## config.mk

```make
export PLATFORM = sky130hd
export DESIGN_NAME = fetch_unit
export DESIGN_NICKNAME = d
export VERILOG_FILES = /design/src/rtl/fetch_unit.sv
export SDC_FILE = /design/constraint.sdc
export NUM_CORES = 1
export LEC_CHECK = 0
export ABC_CLOCK_PERIOD_IN_PS = 2640
export BUFFER_PORTS_ARGS = -buffer_cell sky130_fd_sc_hd__clkbuf_2
export CELL_PAD_IN_SITES_DETAIL_PLACEMENT = 2
export CELL_PAD_IN_SITES_GLOBAL_PLACEMENT = 2
export CORE_UTILIZATION = 35
export CTS_CLUSTER_SIZE = 10
export DETAILED_ROUTE_END_ITERATION = 10
export PLACE_DENSITY_LB_ADDON = 0.1
export SLEW_MARGIN = 20
export SYNTH_ARGS = -nofsm -noshare
export SYNTH_HDL_FRONTEND = slang
export SYNTH_SLANG_ARGS = --single-unit
```

## constraint.sdc

```tcl
create_clock -name clk -period 2.64 [get_ports clk]
set_input_delay 0.66 -clock clk [delete_from_list [all_inputs] [get_ports clk]]
set_output_delay 0.66 -clock clk [all_outputs]
set_load 0.02 [all_outputs]
```

## src/rtl/fetch_unit.sv

```systemverilog
// Instruction-fetch stage: owns the PC, addresses the instruction ROM, redirects through a
// loadable branch-target LUT, and runs the start/done handshake with a RUN-cycle counter.
module fetch_unit #(
  parameter int unsigned PC_W      = 10,
  parameter int unsigned INSTR_W   = 9,
  parameter int unsigned LUT_IDX_W = 5,
  parameter logic [INSTR_W-1:0] HALT_WORD = INSTR_W'(9'h1FF),
  parameter logic [INSTR_W-1:0] NOP_WORD  = INSTR_W'(9'h1E0),
  parameter int unsigned CNT_W     = 16
) (
  input  logic                 clk,
  input  logic                 rst_n,
  input  logic                 start,
  input  logic                 branch,
  input  logic [LUT_IDX_W-1:0] branch_idx,
  input  logic [INSTR_W-1:0]   instr_in,
  output logic [PC_W-1:0]      pc,
  output logic [INSTR_W-1:0]   instr_out,
  output logic                 instr_valid,
  output logic                 done,
  output logic [CNT_W-1:0]     cycle_count,
  input  logic                 lut_we,
  input  logic [LUT_IDX_W-1:0] lut_waddr,
  input  logic [PC_W-1:0]      lut_wdata
);

  localparam int unsigned LUT_DEPTH = 2 ** LUT_IDX_W;

  typedef enum logic [1:0] {
    IDLE = 2'd0,
    RUN  = 2'd1,
    HALT = 2'd2
  } state_e;

  state_e           state_q;
  logic [PC_W-1:0]  pc_q;
  logic [PC_W-1:0]  pc_d;
  logic [CNT_W-1:0] cnt_q;
  logic [CNT_W-1:0] cnt_d;
  logic [PC_W-1:0]  lut_q [LUT_DEPTH];

  // Next PC while running: LUT redirect on a taken branch, else sequential with natural wrap.
  assign pc_d  = branch ? lut_q[branch_idx] : pc_q + PC_W'(1);
  assign cnt_d = (cnt_q == {CNT_W{1'b1}}) ? cnt_q : cnt_q + CNT_W'(1);

  always_ff @(posedge clk or negedge rst_n) begin
    if (!rst_n) begin
      state_q <= IDLE;
      pc_q    <= '0;
      cnt_q   <= '0;
      for (int i = 0; i < int'(LUT_DEPTH); i++) begin
        lut_q[i] <= '0;
      end
    end else begin
      case (state_q)
        IDLE, HALT: begin
          // LUT is only writable while stopped; a write on the start edge is visible from cycle 0.
          if (lut_we) begin
            lut_q[lut_waddr] <= lut_wdata;
          end
          if (start) begin
            state_q <= RUN;
            pc_q    <= '0;
            cnt_q   <= '0;
          end
        end
        RUN: begin
          cnt_q <= cnt_d;
          if (instr_in == HALT_WORD) begin
            state_q <= HALT;
          end else begin
            pc_q <= pc_d;
          end
        end
        default: begin
          state_q <= IDLE;
        end
      endcase
    end
  end

  assign pc          = pc_q;
  assign cycle_count = cnt_q;
  assign instr_valid = (state_q == RUN);
  assign done        = (state_q == HALT);
  assign instr_out   = (state_q == RUN) ? instr_in : NOP_WORD;

endmodule

```

==> metrics <==
outcome completed; router iterations before antenna repair 4; Starting Density 35.6%; crit start category flip-flop; Max Fanout on Critical Path 19; Antenna Diode Count 0; crit path cell chain and2b_1 -> buf_4 -> and2_1 -> clkbuf_2; DRC errors left 0; Fillers 4445; Worst-path clk slew 0.06 ns; syn avg cell area 14.8 um2; Die ar. 47400 um2; DR vias 10200; Max-slew headroom 37.8%; CTS tree yes; met2 Resource Use GR 35.3%; cts repair resizes 0; total gr overflow 0; flops & latches, synth 348; Min-Delay Path Class in2async; RSZ-0062 raised after global routing no; fraction of layout cells with a size suffix above 1 50.2%; port buffer count 70; clock buffer depth 3; remaining antenna violation count 0; final hold violations 0; met3 Use GR 3.25%; sequential area share after synthesis 53.5%; Arrival @ worst endpoint 1.78 ns; core area 45700 um2; PwrDens 725 nW/um2; Post-synth top flop dfrtp_1; largest net degree at the start of global routing 67; antenna violations before repair 0; Slowest Stage Delay on Critical Path 0.42 ns; final wirelength 51000 um; Tcrit/Tclk final 92.3%; synth warn 0; # setup viols final 0; area of the multi-input gates 7190 um2; commonest cells after routing, fill and taps aside 348 x dfrtp_1, 323 x mux2_2, 85 x buf_4, 69 x mux4_2, 67 x clkbuf_2; synth unique cells 58; Worst VDD drop 0.508 mV; crit path to instr_out[4]; gr busiest metal met2; Routed WL per cell 27.4 um; first-pass GRT wire length 77400 um; Final Max Tran Viols 0; Cell Area, Synth 16300 um2; DP Wirelength 34100 um; WP depth 4; number of global-route vias before repair 11300; initial detailed-routing violation count 450; Layout Area Growth over Synthesis 18.3%; # Max-Cap Violations 0; GPL Wtd Cong 0.812; CP endpoint kind output pin; commonest non-fill, non-tap cell in the layout dfrtp_1; syn nets 1137; Post-synth ARST share 100%; R2R depth 6; fin crit period 2.44 ns; R2R Path End pc[2]; Setup CP Type reg2out; cell count after synthesis 1101; Slew @ Worst Pin 0.933 ns; Setup crit start state_q[0]; Crit path required time 1.98 ns; GRT Total Usage 22.3%; final net count 1281; Final Cell Area 19300 um2; crit path buf inv count 2; num rows 78; drt via density 5.49; Post-CTS Hold Buffers 0; Num CTS Buffers 43; Seq. cell area 8710 um2; Reg2Reg Setup Slack 0.31 ns; root buf cell clkbuf_16; Slowest cell on crit path dfrtp_1; R2R Path Start lut_q[242]; CTS sink cnt 348; I/O Pins 71; final core utilization 42.2%; Post-synth EDFFs 0; worst-skew pair later-pin latency 0.56 ns; Die Span Y 218 um; H-tree depth 2; Post-CTS Setup Bufs 0; critical path's top delay family flip-flops; leakage 9.20 nW; chip width 218 um; GRT met1 Usage 31.7%; fmax 0.410 GHz; Placed Area 18000 um2; Max Clock Skew 0.0150 ns
## metal layers
| layer | routed length (um) | vias up |
|---|---|---|
| met5 | 0 | - |
| met2 | 23700 | 183 |
| li1 | - | 4411 |
| met1 | 24000 | 5575 |
| met4 | 1220 | 0 |
| met3 | 2090 | 68 |
## flip-flops by register name, indices dropped and copies added, names as in the netlist
register and flops:
lut_q 320, cycle_count 16, pc 10, state_q 2
## kinds of logic after synthesis
logic type | synth area share [%]
adder cells (fa/ha/maj) | 0.154
flip-flops | 53.5
AND/OR/NAND/NOR | 5.80
multiplexers | 34.6
buffers and inverters | 2.36
XOR/XNOR | 0.646
AO/OA/AOI/OAI | 2.95
## report_power, final
| part | internal, W | leakage, nW | switching [W] |
|---|---|---|---|
| combinational | 0.00100 | 3.81 | 0.00111 |
| sequential | 0.00593 | 4.76 | 0.000442 |
| clock | 0.00323 | 0.622 | 0.00224 |
| total | 0.0102 | 9.20 | 0.00379 |
## worst min-delay path by stage
stage	startpoint	end	slack (ns)	cells after the start
global route	rst_n	cycle_count[10]	0.12	1
floorplan	rst_n	cycle_count[0]	0.36	0
detailed placement	lut_q[312]	lut_q[312]	0.49	1
global placement	lut_q[202]	lut_q[202]	0.48	1
CTS	rst_n	cycle_count[10]	0.11	1
finish	rst_n	cycle_count[10]	0.09	1
## layout make-up
cell class,instances,area share (%)
tap,600,3.90
sequential,348,45.2
inverter,4,0.0780
clock inverter,3,0.0780
clock buffer,62,6.49
multi-input combinational,678,37.3
timing repair buffer,170,6.90
## per-stage QoR
step	hold WS [ns]	worst slack [ns]	setup TNS, ns	power, W	cells
4_1_cts	0.108	0.146	0	0.0142	1865
5_1_grt	0.115	0.0677	0	0.0146	1865
3_5_place_dp	0.490	-0.310	-0.337	0.00859	1800
3_3_place_gp	0.483	-0.262	-0.262	0.00851	1800
2_1_floorplan	0.364	0.327	0	0.00762	1101
6_report	0.0864	0.202	0	0.0140	1865
## synthesized netlist by cell type, drive strengths merged, types with 4 or more instances
cell,number,area [um2]
o211ai,10,75.1
a21oi,4,20.0
and4,6,52.6
clkbuf,47,184
o22ai,6,37.5
nand4,10,62.6
mux4,79,1820
mux2i,18,180
dfrtp,348,8710
o21ai,17,85.1
buf,24,185
and2,9,56.3
inv,4,15.0
nor3,6,30.0
xor2,10,87.6
nand2,42,158
nand3b,8,60.1
nor2b,8,50.1
nand2b,7,43.8
nand3,14,70.1
a22oi,4,30.0
nor3b,4,30.0
nor2,41,184
and3,7,43.8
mux2,323,3640
No activity file was read; power rests on OpenSTA's default activity.
